$ cat src/rtl/alu_control_pipe_if.sv
// ---------------------------------------------------------------------------
// alu_control_pipe_if
// Handshake bundle between the decode stage, the ALU control pipe and the
// execute stage.
//   in_valid/in_ready        : input handshake (decode -> pipe)
//   in_is_alu/in_opcode/
//   in_func/in_tag           : instruction fields offered with in_valid
//   out_valid/out_ready      : output handshake (pipe -> execute)
//   out_func_code/out_tag/
//   out_illegal/out_is_branch/
//   out_is_wwd               : decoded entry presented with out_valid
// Modports:
//   master : the environment (drives inputs and out_ready)
//   slave  : the pipe itself
// ---------------------------------------------------------------------------
interface alu_control_pipe_if #(
  parameter int TAG_W  = 4,
  parameter int FUNC_W = 4
);
  logic              in_valid;
  logic              in_ready;
  logic              in_is_alu;
  logic [3:0]        in_opcode;
  logic [5:0]        in_func;
  logic [TAG_W-1:0]  in_tag;
  logic              out_valid;
  logic              out_ready;
  logic [FUNC_W-1:0] out_func_code;
  logic [TAG_W-1:0]  out_tag;
  logic              out_illegal;
  logic              out_is_branch;
  logic              out_is_wwd;

  modport master (
    output in_valid, in_is_alu, in_opcode, in_func, in_tag, out_ready,
    input  in_ready, out_valid, out_func_code, out_tag,
           out_illegal, out_is_branch, out_is_wwd
  );

  modport slave (
    input  in_valid, in_is_alu, in_opcode, in_func, in_tag, out_ready,
    output in_ready, out_valid, out_func_code, out_tag,
           out_illegal, out_is_branch, out_is_wwd
  );
endinterface

$ cat src/rtl/alu_control_pipe.sv
// ---------------------------------------------------------------------------
// alu_control_pipe
// Pipelined ALU function decoder with valid/ready flow control.
// The instruction is decoded combinationally at the input; the decoded code,
// tag and flags then travel through STAGES register stages. Bubbles collapse,
// a full pipe holds STAGES entries, flush kills everything in flight.
// Ports:
//   clk, reset (sync, active-high), flush (sync)
//   bus         : alu_control_pipe_if.slave (input and output handshakes)
//   illegal_cnt : saturating count of illegal entries handed to execute
//                 (only when ALU_CTRL_ILLEGAL_CNT_EN is defined)
// Optional feature macro: ALU_CTRL_ILLEGAL_CNT_EN
// Encodings:
//   opcodes : BNE=0 BEQ=1 BGZ=2 BLZ=3 ADI=4 ORI=5 LHI=6 LWD=7 SWD=8
//             JMP=9 JAL=10 (R-type uses in_is_alu)
//   func    : ADD=0 SUB=1 AND=2 ORR=3 NOT=4 TCP=5 SHL=6 SHR=7 WWD=28
//   ALU code: ADD=0 SUB=1 AND=2 OR=3 NOT=4 TCP=5 ALS=6 ARS=7 ZERO=15
// ---------------------------------------------------------------------------
module alu_control_pipe #(
  parameter int STAGES = 2,
  parameter int FUNC_W = 4,
  parameter int TAG_W  = 4
) (
  input  logic clk,
  input  logic reset,
  input  logic flush,
  alu_control_pipe_if.slave bus
`ifdef ALU_CTRL_ILLEGAL_CNT_EN
  ,
  output logic [7:0] illegal_cnt
`endif
);

  localparam logic [3:0] OP_BNE = 4'd0;
  localparam logic [3:0] OP_BEQ = 4'd1;
  localparam logic [3:0] OP_ADI = 4'd4;
  localparam logic [3:0] OP_ORI = 4'd5;
  localparam logic [3:0] OP_LWD = 4'd7;
  localparam logic [3:0] OP_SWD = 4'd8;

  localparam logic [5:0] FN_ADD = 6'd0;
  localparam logic [5:0] FN_SUB = 6'd1;
  localparam logic [5:0] FN_AND = 6'd2;
  localparam logic [5:0] FN_ORR = 6'd3;
  localparam logic [5:0] FN_NOT = 6'd4;
  localparam logic [5:0] FN_TCP = 6'd5;
  localparam logic [5:0] FN_SHL = 6'd6;
  localparam logic [5:0] FN_SHR = 6'd7;
  localparam logic [5:0] FN_WWD = 6'd28;

  localparam logic [3:0] ALU_ADD  = 4'd0;
  localparam logic [3:0] ALU_SUB  = 4'd1;
  localparam logic [3:0] ALU_AND  = 4'd2;
  localparam logic [3:0] ALU_OR   = 4'd3;
  localparam logic [3:0] ALU_NOT  = 4'd4;
  localparam logic [3:0] ALU_TCP  = 4'd5;
  localparam logic [3:0] ALU_ALS  = 4'd6;
  localparam logic [3:0] ALU_ARS  = 4'd7;
  localparam logic [3:0] ALU_ZERO = 4'd15;

  localparam int LAST = STAGES - 1;

  typedef struct packed {
    logic [3:0]       code;
    logic [TAG_W-1:0] tag;
    logic             illegal;
    logic             branch;
    logic             wwd;
  } payload_t;

  localparam payload_t PAYLOAD_RESET = '{code: ALU_ZERO, tag: '0,
                                         illegal: 1'b0, branch: 1'b0, wwd: 1'b0};

  payload_t dec;
  logic     valid_reg [STAGES];
  payload_t data_reg  [STAGES];
  logic     src_valid [STAGES];
  payload_t src_data  [STAGES];
  logic     load      [STAGES];
  logic     room;

  // Input decode
  always_comb begin
    dec         = PAYLOAD_RESET;
    dec.tag     = bus.in_tag;
    if (bus.in_is_alu) begin
      case (bus.in_func)
        FN_ADD:  dec.code = ALU_ADD;
        FN_SUB:  dec.code = ALU_SUB;
        FN_AND:  dec.code = ALU_AND;
        FN_ORR:  dec.code = ALU_OR;
        FN_NOT:  dec.code = ALU_NOT;
        FN_TCP:  dec.code = ALU_TCP;
        FN_SHL:  dec.code = ALU_ALS;
        FN_SHR:  dec.code = ALU_ARS;
        FN_WWD: begin
          dec.code = ALU_ADD;
          dec.wwd  = 1'b1;
        end
        default: dec.illegal = 1'b1;
      endcase
    end else begin
      case (bus.in_opcode)
        OP_ADI, OP_LWD, OP_SWD: dec.code = ALU_ADD;
        OP_ORI:                 dec.code = ALU_OR;
        OP_BNE, OP_BEQ: begin
          dec.code   = ALU_SUB;
          dec.branch = 1'b1;
        end
        default:                dec.code = ALU_ZERO;
      endcase
    end
  end

  // Stage k may load when it or any stage after it is empty, or when the
  // output is being consumed: that is exactly "empty or being freed".
  always_comb begin
    room = bus.out_ready;
    for (int k = STAGES - 1; k >= 0; k--) begin
      room    = room || !valid_reg[k];
      load[k] = room;
    end
  end

  // Per-stage source selection: stage 0 takes the decoder, others the
  // previous stage.
  for (genvar gi = 0; gi < STAGES; gi++) begin : g_src
    if (gi == 0) begin : g_head
      assign src_valid[gi] = bus.in_valid;
      assign src_data[gi]  = dec;
    end else begin : g_body
      assign src_valid[gi] = valid_reg[gi-1];
      assign src_data[gi]  = data_reg[gi-1];
    end
  end

  always_ff @(posedge clk) begin
    if (reset) begin
      for (int k = 0; k < STAGES; k++) begin
        valid_reg[k] <= 1'b0;
        data_reg[k]  <= PAYLOAD_RESET;
      end
    end else begin
      for (int k = 0; k < STAGES; k++) begin
        if (flush)        valid_reg[k] <= 1'b0;
        else if (load[k]) valid_reg[k] <= src_valid[k];
        if (load[k])      data_reg[k]  <= src_data[k];
      end
    end
  end

  // Flush accepts (and discards) whatever is offered, so in_ready is forced.
  assign bus.in_ready      = load[0] || flush;
  assign bus.out_valid     = valid_reg[LAST];
  // Payload is masked so idle outputs always read as reset values.
  assign bus.out_func_code = valid_reg[LAST] ? FUNC_W'(data_reg[LAST].code)
                                             : FUNC_W'(ALU_ZERO);
  assign bus.out_tag       = valid_reg[LAST] ? data_reg[LAST].tag : '0;
  assign bus.out_illegal   = valid_reg[LAST] && data_reg[LAST].illegal;
  assign bus.out_is_branch = valid_reg[LAST] && data_reg[LAST].branch;
  assign bus.out_is_wwd    = valid_reg[LAST] && data_reg[LAST].wwd;

`ifdef ALU_CTRL_ILLEGAL_CNT_EN
  logic [7:0] illegal_cnt_reg;

  always_ff @(posedge clk) begin
    if (reset) begin
      illegal_cnt_reg <= 8'd0;
    end else if (bus.out_valid && bus.out_ready && bus.out_illegal &&
                 illegal_cnt_reg != 8'hFF) begin
      illegal_cnt_reg <= illegal_cnt_reg + 8'd1;
    end
  end

  assign illegal_cnt = illegal_cnt_reg;
`endif

endmodule

$ cat src/flat_wrapper.sv
// flat-port wrapper written by rule: the top's interface ports become plain ports
module alu_control_pipe_flat 
#(
  parameter int STAGES = 2,
  parameter int FUNC_W = 4,
  parameter int TAG_W  = 4
)
  (clk, reset, flush, bus_in_valid, bus_in_is_alu, bus_in_opcode, bus_in_func, bus_in_tag, bus_out_ready, bus_in_ready, bus_out_valid, bus_out_func_code, bus_out_tag, bus_out_illegal, bus_out_is_branch, bus_out_is_wwd);
  alu_control_pipe_if #(.TAG_W(TAG_W), .FUNC_W(FUNC_W)) bus_i ();
  input  logic clk;
  input  logic reset;
  input  logic flush;
  input wire logic [$bits(bus_i.in_valid)-1:0] bus_in_valid;
  input wire logic [$bits(bus_i.in_is_alu)-1:0] bus_in_is_alu;
  input wire logic [$bits(bus_i.in_opcode)-1:0] bus_in_opcode;
  input wire logic [$bits(bus_i.in_func)-1:0] bus_in_func;
  input wire logic [$bits(bus_i.in_tag)-1:0] bus_in_tag;
  input wire logic [$bits(bus_i.out_ready)-1:0] bus_out_ready;
  output wire logic [$bits(bus_i.in_ready)-1:0] bus_in_ready;
  output wire logic [$bits(bus_i.out_valid)-1:0] bus_out_valid;
  output wire logic [$bits(bus_i.out_func_code)-1:0] bus_out_func_code;
  output wire logic [$bits(bus_i.out_tag)-1:0] bus_out_tag;
  output wire logic [$bits(bus_i.out_illegal)-1:0] bus_out_illegal;
  output wire logic [$bits(bus_i.out_is_branch)-1:0] bus_out_is_branch;
  output wire logic [$bits(bus_i.out_is_wwd)-1:0] bus_out_is_wwd;
  assign bus_i.in_valid = bus_in_valid;
  assign bus_i.in_is_alu = bus_in_is_alu;
  assign bus_i.in_opcode = bus_in_opcode;
  assign bus_i.in_func = bus_in_func;
  assign bus_i.in_tag = bus_in_tag;
  assign bus_i.out_ready = bus_out_ready;
  assign bus_in_ready = bus_i.in_ready;
  assign bus_out_valid = bus_i.out_valid;
  assign bus_out_func_code = bus_i.out_func_code;
  assign bus_out_tag = bus_i.out_tag;
  assign bus_out_illegal = bus_i.out_illegal;
  assign bus_out_is_branch = bus_i.out_is_branch;
  assign bus_out_is_wwd = bus_i.out_is_wwd;
  alu_control_pipe #(.STAGES(STAGES), .FUNC_W(FUNC_W), .TAG_W(TAG_W)) u_core (.clk(clk), .reset(reset), .flush(flush), .bus(bus_i));
endmodule
$ cat config.mk
export PLATFORM = sky130hd
export DESIGN_NAME = alu_control_pipe_flat
export DESIGN_NICKNAME = d
export VERILOG_FILES = /design/src/rtl/alu_control_pipe_if.sv /design/src/rtl/alu_control_pipe.sv /design/src/flat_wrapper.sv
export SDC_FILE = /design/constraint.sdc
export NUM_CORES = 1
export LEC_CHECK = 0
export CAP_MARGIN = 10
export CORE_ASPECT_RATIO = 2
export CORE_UTILIZATION = 30
export CTS_BUF_LIST = sky130_fd_sc_hd__clkbuf_2
export CTS_CLUSTER_DIAMETER = 40
export CTS_CLUSTER_SIZE = 25
export DETAILED_ROUTE_END_ITERATION = 10
export HOLD_SLACK_MARGIN = 0.03
export PLACE_DENSITY = 0.51
export SYNTH_ARGS = -nofsm -noshare
export SYNTH_HDL_FRONTEND = slang
export SYNTH_SLANG_ARGS = --single-unit
$ cat constraint.sdc
create_clock -name clk -period 2.63 [get_ports clk]
set_input_delay 0.526 -clock clk [delete_from_list [all_inputs] [get_ports clk]]
set_output_delay 0.526 -clock clk [all_outputs]
set_load 0.02 [all_outputs]
==> results of run 1 <==
[area by class of cell]
type                    count  share of cell area
repair buffers             33               0.208
flip-flops and latches     24               0.457
multi-input cells          63               0.265
clock inverters             1              0.0190
clock buffers               3             0.00952
inverters                   1             0.00238
well taps                  49              0.0389
[logic make-up (layout without fill, tap and decap cells)]
kind of cell,count (synthesis),count (layout)
simple gates,56,56
buf+inv,5,38
xor+xnor,1,1
compound gates,6,6
flops,24,24
[worst max-delay path: stages (launching register included)]
cell,delay (ps)
edfxtp_1,600
and3b_1,270
nand2b_1,70
clkdlybuf4s50_1,590
[path summary, 6_finish.rpt]
| path | startpoint | endpoint | slack [ps] |
|---|---|---|---|
| setup / recovery | u_core.valid_reg[1]$_SDFFCE_PN0P_ | bus_in_ready | 260 |
| hold / removal | u_core.data_reg[0][7]$_SDFFCE_PP1P_ | u_core.data_reg[0][18]$_SDFFCE_PP1P_ | 540 |
| setup reg to reg | u_core.valid_reg[1]$_SDFFCE_PN0P_ | u_core.data_reg[0][9]$_SDFFCE_PP1P_ | 810 |
| hold reg to reg | u_core.data_reg[0][7]$_SDFFCE_PP1P_ | u_core.data_reg[0][18]$_SDFFCE_PP1P_ | 540 |
[metrics by stage]
step | hold slack (ps) | worst slack (ps) | std cells | instance area [um2]
detailed placement | 497 | 259 | 170 | 1530
finish | 539 | 255 | 174 | 1580
CTS | 543 | 206 | 174 | 1580
global placement | 492 | 267 | 170 | 1530
global route | 572 | 138 | 174 | 1580
floorplan | 481 | 1030 | 92 | 1170
[power breakdown]
part	internal, uW	total, uW	switching (uW)	leakage, uW
Clock	131	235	103	0.0000266
Sequential	435	439	4.02	0.000261
Combinational	42.1	70.8	28.6	0.000271
[cell usage after synthesis (all sizes together)]
library cell  instances  share of area
edfxtp               24           0.62
and2                 19           0.10
nand2b                8          0.043
or3                   6          0.032
nor2                  5          0.018
nand2                 4          0.013
and3                  3          0.016
nand4                 3          0.016
o311ai                3          0.037
buf                   2          0.016
clkbuf                2         0.0064
nand4b                2          0.015
nor3                  2         0.0086
a211oi                1         0.0064
a21boi                1         0.0064
and3b                 1         0.0075
inv                   1         0.0032
nand3                 1         0.0043
nor4b                 1          0.013
o211ai                1         0.0064
or2                   1         0.0054
xnor2                 1         0.0075
[metal layers]
layer	wire, um	part of all wire	vias up	GRT usage
li1	-	-	403	-
met1	595	0.32	361	0.0918
met2	1170	0.63	26	0.190
met3	57	0.031	2	0.00600
met4	40	0.021	0	0.0735
met5	0	0	-	0
==> summary.txt, run 1 <==
Power
  – Power Total: 744 uW
  – Cell Pwr Density: 472 nW/um2
  – Leak pwr: 0.000559 uW
  – Max VDD drop: 0.000215 V

Timing
  – Slew of the pin with the lowest slew margin: 479 ps
  – Setup repair after global routing missed its margin: no
  – Final setup vio count: 0
  – Tcrit/Tclk final: 0.903
  – Final Max Slew Viols: 0
  – Fmax: 421 MHz
  – Sum Neg Setup Slack: 0 ps
  – Fin. Hold Viols: 0
  – Clock Skews: 2.87 ps
  – Min cycle time layout: 2370 ps
  – Relative slew slack: 0.680

Layout
  – Max reg flops: 22
  – Register area: 721 um2
  – FILL cells: 357
  – Share of cells above drive strength 1: 0.0640
  – Most common cell after layout, fill and taps aside: clkdlybuf4s50_1
  – Footprint of the multi-input gates: 418 um2
  – Area grow syn2layout: 34.9%
  – Most frequent cells in the layout: clkdlybuf4s50_1, edfxtp_1, and2_1
  – Core Util, Final: 0.428
  – # nets final: 146
  – Diode count: 0

Die
  – FP Rows: 31
  – Core Box Area: 3680 um2
  – Die width: 46.1 um
  – Starting Density: 0.317
  – Die area: 4160 um2
  – Die height: 90.3 um
  – I/O pin cnt: 33

Detailed routing
  – WL per Instance: 10.7 um
  – DRC Markers: 0
  – Drt via density: 4.55
  – DR iter-0 viols: 9
  – TritonRoute pass-1 iters: 4
  – DRT antenna net count: 0
  – Vias: 792
  – Final wirelength: 1860 um

CTS
  – CTS tree: done
  – TritonCTS Buffers: 3
  – Number of H-tree levels: 1
  – CTS Buffer Depth: 2
  – Reg clk slew, reported paths: 210 ps
  – # hold bufs at CTS: 0
  – CTS root buffer: clkbuf_2
  – PostCTS Resize Cnt: 0
  – Worst skew pair latency: 320 ps
  – Setup Buffers After CTS: 0
  – CTS sink count: 24

Yosys
  – Cell area after synthesis: 1170 um2
  – Synth cell types: 25
  – Post-Synth XOR/XNOR Area: 0.00749
  – Post-synthesis adder-cell area fraction: 0
  – Cells after synthesis: 92
  – Synth Register Bits: 24
  – Mapped Nets: 112
  – Sequential share of the synthesized area: 0.617
  – Synth Area in Compound Gates: 0.0567
  – Synth warn: 0
  – Post-synthesis simple-gate area fraction: 0.293
  – Post-synthesis mux area share: 0
  – Syn avg cell area: 12.7 um2
  – Largest family of logic cells by synthesized area: simple AND/OR/NAND/NOR gates

Worst setup path
  – CP startpoint kind: flop
  – CP required: 2100 ps
  – Critical path arrival: 1850 ps
  – CP Class: reg2out
  – CP Max Fanout: 14
  – Critical Path Sink Type: primary output
  – Reg2Reg Depth: 4

Placed design
  – # port buffers: 32
  – GPL Wtd Cong: 0.760
  – Post-DP HPWL: 1470 um

Global route
  – Largest net degree at the start of global routing: 17
  – Initial antenna violation count: 0
  – Number of global-route vias before repair: 766
  – Global route total overflow: 0
  – First-pass GRT wire length: 3090 um
  – Total GRT Usage: 0.102

Worst hold path
  – Hold path depth: 1
  – Worst hold path type: reg2reg

Job
  – MaxCap Viol Count: 0

Outcome
  – Status: complete, no violations
(Power assumes the default switching activity.)
==> run 2, diff against run 1 <==
--- a/config.mk
+++ b/config.mk
@@ -16,2 +16,3 @@
 export PLACE_DENSITY = 0.51
+export REMOVE_ABC_BUFFERS = 1
 export SYNTH_ARGS = -nofsm -noshare
--- a/constraint.sdc
+++ b/constraint.sdc
@@ -3,2 +3,2 @@
 set_output_delay 0.526 -clock clk [all_outputs]
-set_load 0.02 [all_outputs]
+set_load 0.01 [all_outputs]
==> run 2 against run 1 <==
Compared with the run above: worst hold slack got worse by 7.1 ps; critical path depth unchanged; flip-flop and latch count stayed put; final cell count unchanged; clock power about the same; die area is the same; largest cell class unchanged.
==> summary.txt, run 2 (synthesis gave the netlist of run 1 again) <==
Power
  – Cell Pwr Density: 473 nW/um2
  – Leak pwr: 0.000559 uW
  – Power Total: 746 uW
  – Max VDD drop: 0.000202 V

Timing
  – Sum Neg Setup Slack: 0 ps
  – Slew of the pin with the lowest slew margin: 489 ps
  – Relative slew slack: 0.674
  – Final Max Slew Viols: 0
  – Fmax: 431 MHz
  – Tcrit/Tclk final: 0.882
  – Hold Worst Slack: 532 ps
  – Final setup vio count: 0
  – Fin. Hold Viols: 0
  – Setup repair after global routing missed its margin: no
  – Min cycle time layout: 2320 ps
  – Clock Skews: 1.89 ps

Global route
  – Initial antenna violation count: 0
  – Total GRT Usage: 0.0959
  – Number of global-route vias before repair: 721
  – Largest net degree at the start of global routing: 17
  – First-pass GRT wire length: 2990 um
  – Global route total overflow: 0

CTS
  – CTS sink count: 24
  – TritonCTS Buffers: 3
  – Worst skew pair latency: 320 ps
  – CTS Buffer Depth: 2
  – PostCTS Resize Cnt: 0
  – Number of H-tree levels: 1
  – Setup Buffers After CTS: 0
  – # hold bufs at CTS: 0
  – CTS root buffer: clkbuf_2
  – CTS tree: done
  – Reg clk slew, reported paths: 220 ps

Layout
  – Diode count: 0
  – Area grow syn2layout: 34.9%
  – FILL cells: 364
  – Share of cells above drive strength 1: 0.0640
  – Max reg flops: 22
  – Core Util, Final: 0.428
  – Most common cell after layout, fill and taps aside: clkdlybuf4s50_1
  – Most frequent cells in the layout: clkdlybuf4s50_1, edfxtp_1, and2_1
  – Non-filler cells, final: 174
  – # nets final: 146

Die
  – Die height: 90.3 um
  – I/O pin cnt: 33
  – Die area: 4160 um2
  – Die width: 46.1 um
  – FP Rows: 31
  – Core Box Area: 3680 um2
  – Starting Density: 0.317

Detailed routing
  – Final wirelength: 1820 um
  – WL per Instance: 10.4 um
  – TritonRoute pass-1 iters: 4
  – Vias: 798
  – DR iter-0 viols: 11
  – Drt via density: 4.59
  – DRT antenna net count: 0
  – DRC Markers: 0

Worst setup path
  – CP Class: reg2out
  – Critical-path cell list: and3b_1, nand2b_1, clkdlybuf4s50_1
  – Critical Path Sink Type: primary output
  – CP startpoint kind: flop
  – Critical path arrival: 1790 ps
  – Slowest stage delay, CP: 600 ps
  – CP required: 2100 ps
  – Critical-path top delay cell: edfxtp_1
  – CP Max Fanout: 14

Placed design
  – Placed cells: 170
  – # port buffers: 32
  – GPL Wtd Cong: 0.680
  – Post-DP HPWL: 1400 um

Job
  – MaxCap Viol Count: 0

Outcome
  – Status: complete, no violations

Worst hold path
  – Worst hold path type: reg2reg
## run 2: cell counts in the layout (fill, tap and decap cells not counted)
No cell type changed its count.
## run 2: path summary, 6_finish.rpt
kind,start,endpoint,slack (ps),cells after the start
setup / recovery,u_core.valid_reg[1]$_SDFFCE_PN0P_,bus_in_ready,310,3
setup reg to reg,u_core.valid_reg[1]$_SDFFCE_PN0P_,u_core.data_reg[0][7]$_SDFFCE_PP1P_,820,4
hold / removal,u_core.data_reg[0][9]$_SDFFCE_PP1P_,u_core.data_reg[0][20]$_SDFFCE_PP1P_,530,1
hold reg to reg,u_core.data_reg[0][9]$_SDFFCE_PP1P_,u_core.data_reg[0][20]$_SDFFCE_PP1P_,530,1
## run 2: per-layer routing
metal / wire, um / track usage
met2: 1060 / 0.173
met4: 40 / 0.0662
met5: 0 / 0
met3: 47 / 0.00600
met1: 669 / 0.0934
## run 2: power by group
group	total, uW	switching [uW]	internal, uW
combinational	69.9	27.8	42.1
clock	238	107	131
sequential	438	3.57	435
## run 2: layout make-up
type	instances	area, um2	area share
flip-flops and latches	24	721	0.457
multi-input cells	63	418	0.265
repair buffers	33	328	0.208
well taps	49	61.3	0.0389
clock inverters	1	30.0	0.0190
clock buffers	3	15.0	0.00952
inverters	1	3.75	0.00238
## run 2: stage by stage
stage,setup WS (ps),cell area (um2)
final,311,1580
after global routing,227,1580
after CTS,277,1580
after detailed placement,326,1530
after global placement,336,1530
after floorplan,1080,1140
## run 2: worst max-delay path: cells and delay by family, from the launching register on
family	cells	cell delay, ps
and+or+nand+nor	2	340
buffers and inverters	1	530
DFF	1	600
==> run 3, diff against run 2 <==
- CORE_UTILIZATION: 30 -> 25
- PLACE_DENSITY: 0.51 -> 0.44
- clock period: 2.63 -> 2.65 ns (I/O delays scaled with it)
==> run 3 against run 2 <==
Compared with the run above: first-iteration DRC count shrank 18%; setup slack better by 9.8 ps; non-clock buffer count unchanged; global-route usage fell by 0.72 points; via count shrank 2.6%; critical path depth is the same; highest routed layer unchanged.
==> summary.txt, run 3 (synthesis gave the netlist of run 1 again) <==
Outcome
  – Status: complete, no violations

Worst setup path
  – Critical path arrival: 1800 ps
  – CP required: 2120 ps
  – CP Class: reg2out
  – CP Max Fanout: 14
  – CP startpoint kind: flop
  – Critical Path Sink Type: primary output

Layout
  – FILL cells: 466
  – Most common cell after layout, fill and taps aside: clkdlybuf4s50_1
  – Area grow syn2layout: 33.2%
  – Share of cells above drive strength 1: 0.0560
  – Register area: 721 um2
  – # nets final: 146
  – Design area: 1560 um2
  – Max reg flops: 22
  – Diode count: 0
  – Most frequent cells in the layout: clkdlybuf4s50_1, edfxtp_1, and2_1
  – Footprint of the multi-input gates: 418 um2

Placed design
  – Post-DP HPWL: 1560 um
  – DP Area: 1540 um2
  – # port buffers: 32
  – GPL Wtd Cong: 0.737

Detailed routing
  – DR iter-0 viols: 9
  – DRC Markers: 0
  – Drt via density: 4.34
  – Vias: 777
  – TritonRoute pass-1 iters: 3
  – DRT antenna net count: 0
  – Final wirelength: 1980 um
  – WL per Instance: 11.1 um

CTS
  – Worst skew pair latency: 320 ps
  – TritonCTS Buffers: 3
  – CTS Buffer Depth: 2
  – Number of H-tree levels: 1
  – Reg clk slew, reported paths: 210 ps
  – # hold bufs at CTS: 0
  – CTS root buffer: clkbuf_2
  – CTS sink count: 24
  – Setup Buffers After CTS: 0
  – CTS tree: done
  – PostCTS Resize Cnt: 0

Global route
  – Global route total overflow: 0
  – Total GRT Usage: 0.0887
  – Number of global-route vias before repair: 784
  – First-pass GRT wire length: 3310 um
  – Largest net degree at the start of global routing: 17
  – Initial antenna violation count: 0

Timing
  – Clock Skews: 0.772 ps
  – Sum Neg Setup Slack: 0 ps
  – Final Max Slew Viols: 0
  – Hold Worst Slack: 533 ps
  – Tcrit/Tclk final: 0.879
  – Fmax: 429 MHz
  – Final setup vio count: 0
  – Min cycle time layout: 2330 ps
  – Relative slew slack: 0.671
  – Fin. Hold Viols: 0
  – Slew of the pin with the lowest slew margin: 493 ps
  – Setup repair after global routing missed its margin: no

Die
  – FP Rows: 34
  – I/O pin cnt: 33
  – Die height: 98.7 um
  – Die area: 4970 um2
  – Core Box Area: 4420 um2
  – Die width: 50.3 um
  – Starting Density: 0.264

Power
  – Leak pwr: 0.000546 uW
  – Cell Pwr Density: 413 nW/um2
  – Power Total: 642 uW
  – Max VDD drop: 0.000140 V

Worst hold path
  – Worst hold path type: reg2reg

Job
  – MaxCap Viol Count: 0
-- run 3: path summary, 6_finish.rpt --
kind              slack [ps]                                  from  cells past startpoint                                   end
setup / recovery         320     u_core.valid_reg[1]$_SDFFCE_PN0P_                      3                          bus_in_ready
hold / removal           530  u_core.data_reg[0][10]$_SDFFCE_PP1P_                      1  u_core.data_reg[0][21]$_SDFFCE_PP1P_
setup reg to reg         820     u_core.valid_reg[1]$_SDFFCE_PN0P_                      4   u_core.data_reg[0][7]$_SDFFCE_PP1P_
hold reg to reg          530  u_core.data_reg[0][10]$_SDFFCE_PP1P_                      1  u_core.data_reg[0][21]$_SDFFCE_PP1P_
-- run 3: routing by layer --
metal | GRT usage | up-vias | routed length (um)
met5 | 0 | - | 0
met4 | 0.0705 | 0 | 47
met1 | 0.0716 | 351 | 644
met2 | 0.179 | 22 | 1230
li1 | - | 402 | -
met3 | 0.00463 | 2 | 61
-- run 3: layout make-up --
class                      count  area share
tap                           54      0.0434
multi-input combinational     63       0.268
timing repair buffer          33       0.211
clock inverter                 1     0.00241
sequential                    24       0.463
clock buffer                   3     0.00965
inverter                       1     0.00241
-- run 3: critical path: stages, from the launching register on --
cell and delay [ps]:
edfxtp_1 600, and3b_1 270, nand2b_1 70, clkdlybuf4s50_1 540
-- run 3: metrics by stage --
step	util	setup WS [ps]	instances
5_1_grt	0.352	173	179
2_1_floorplan	-	1090	88
6_report	0.352	321	179
4_1_cts	0.352	275	179
3_5_place_dp	0.348	338	175
3_3_place_gp	0.348	344	175
-- run 3: power by group --
part	internal (uW)	switching (uW)
logic	41.8	28.4
clock network	32.8	104
registers	431	3.56
total	506	136
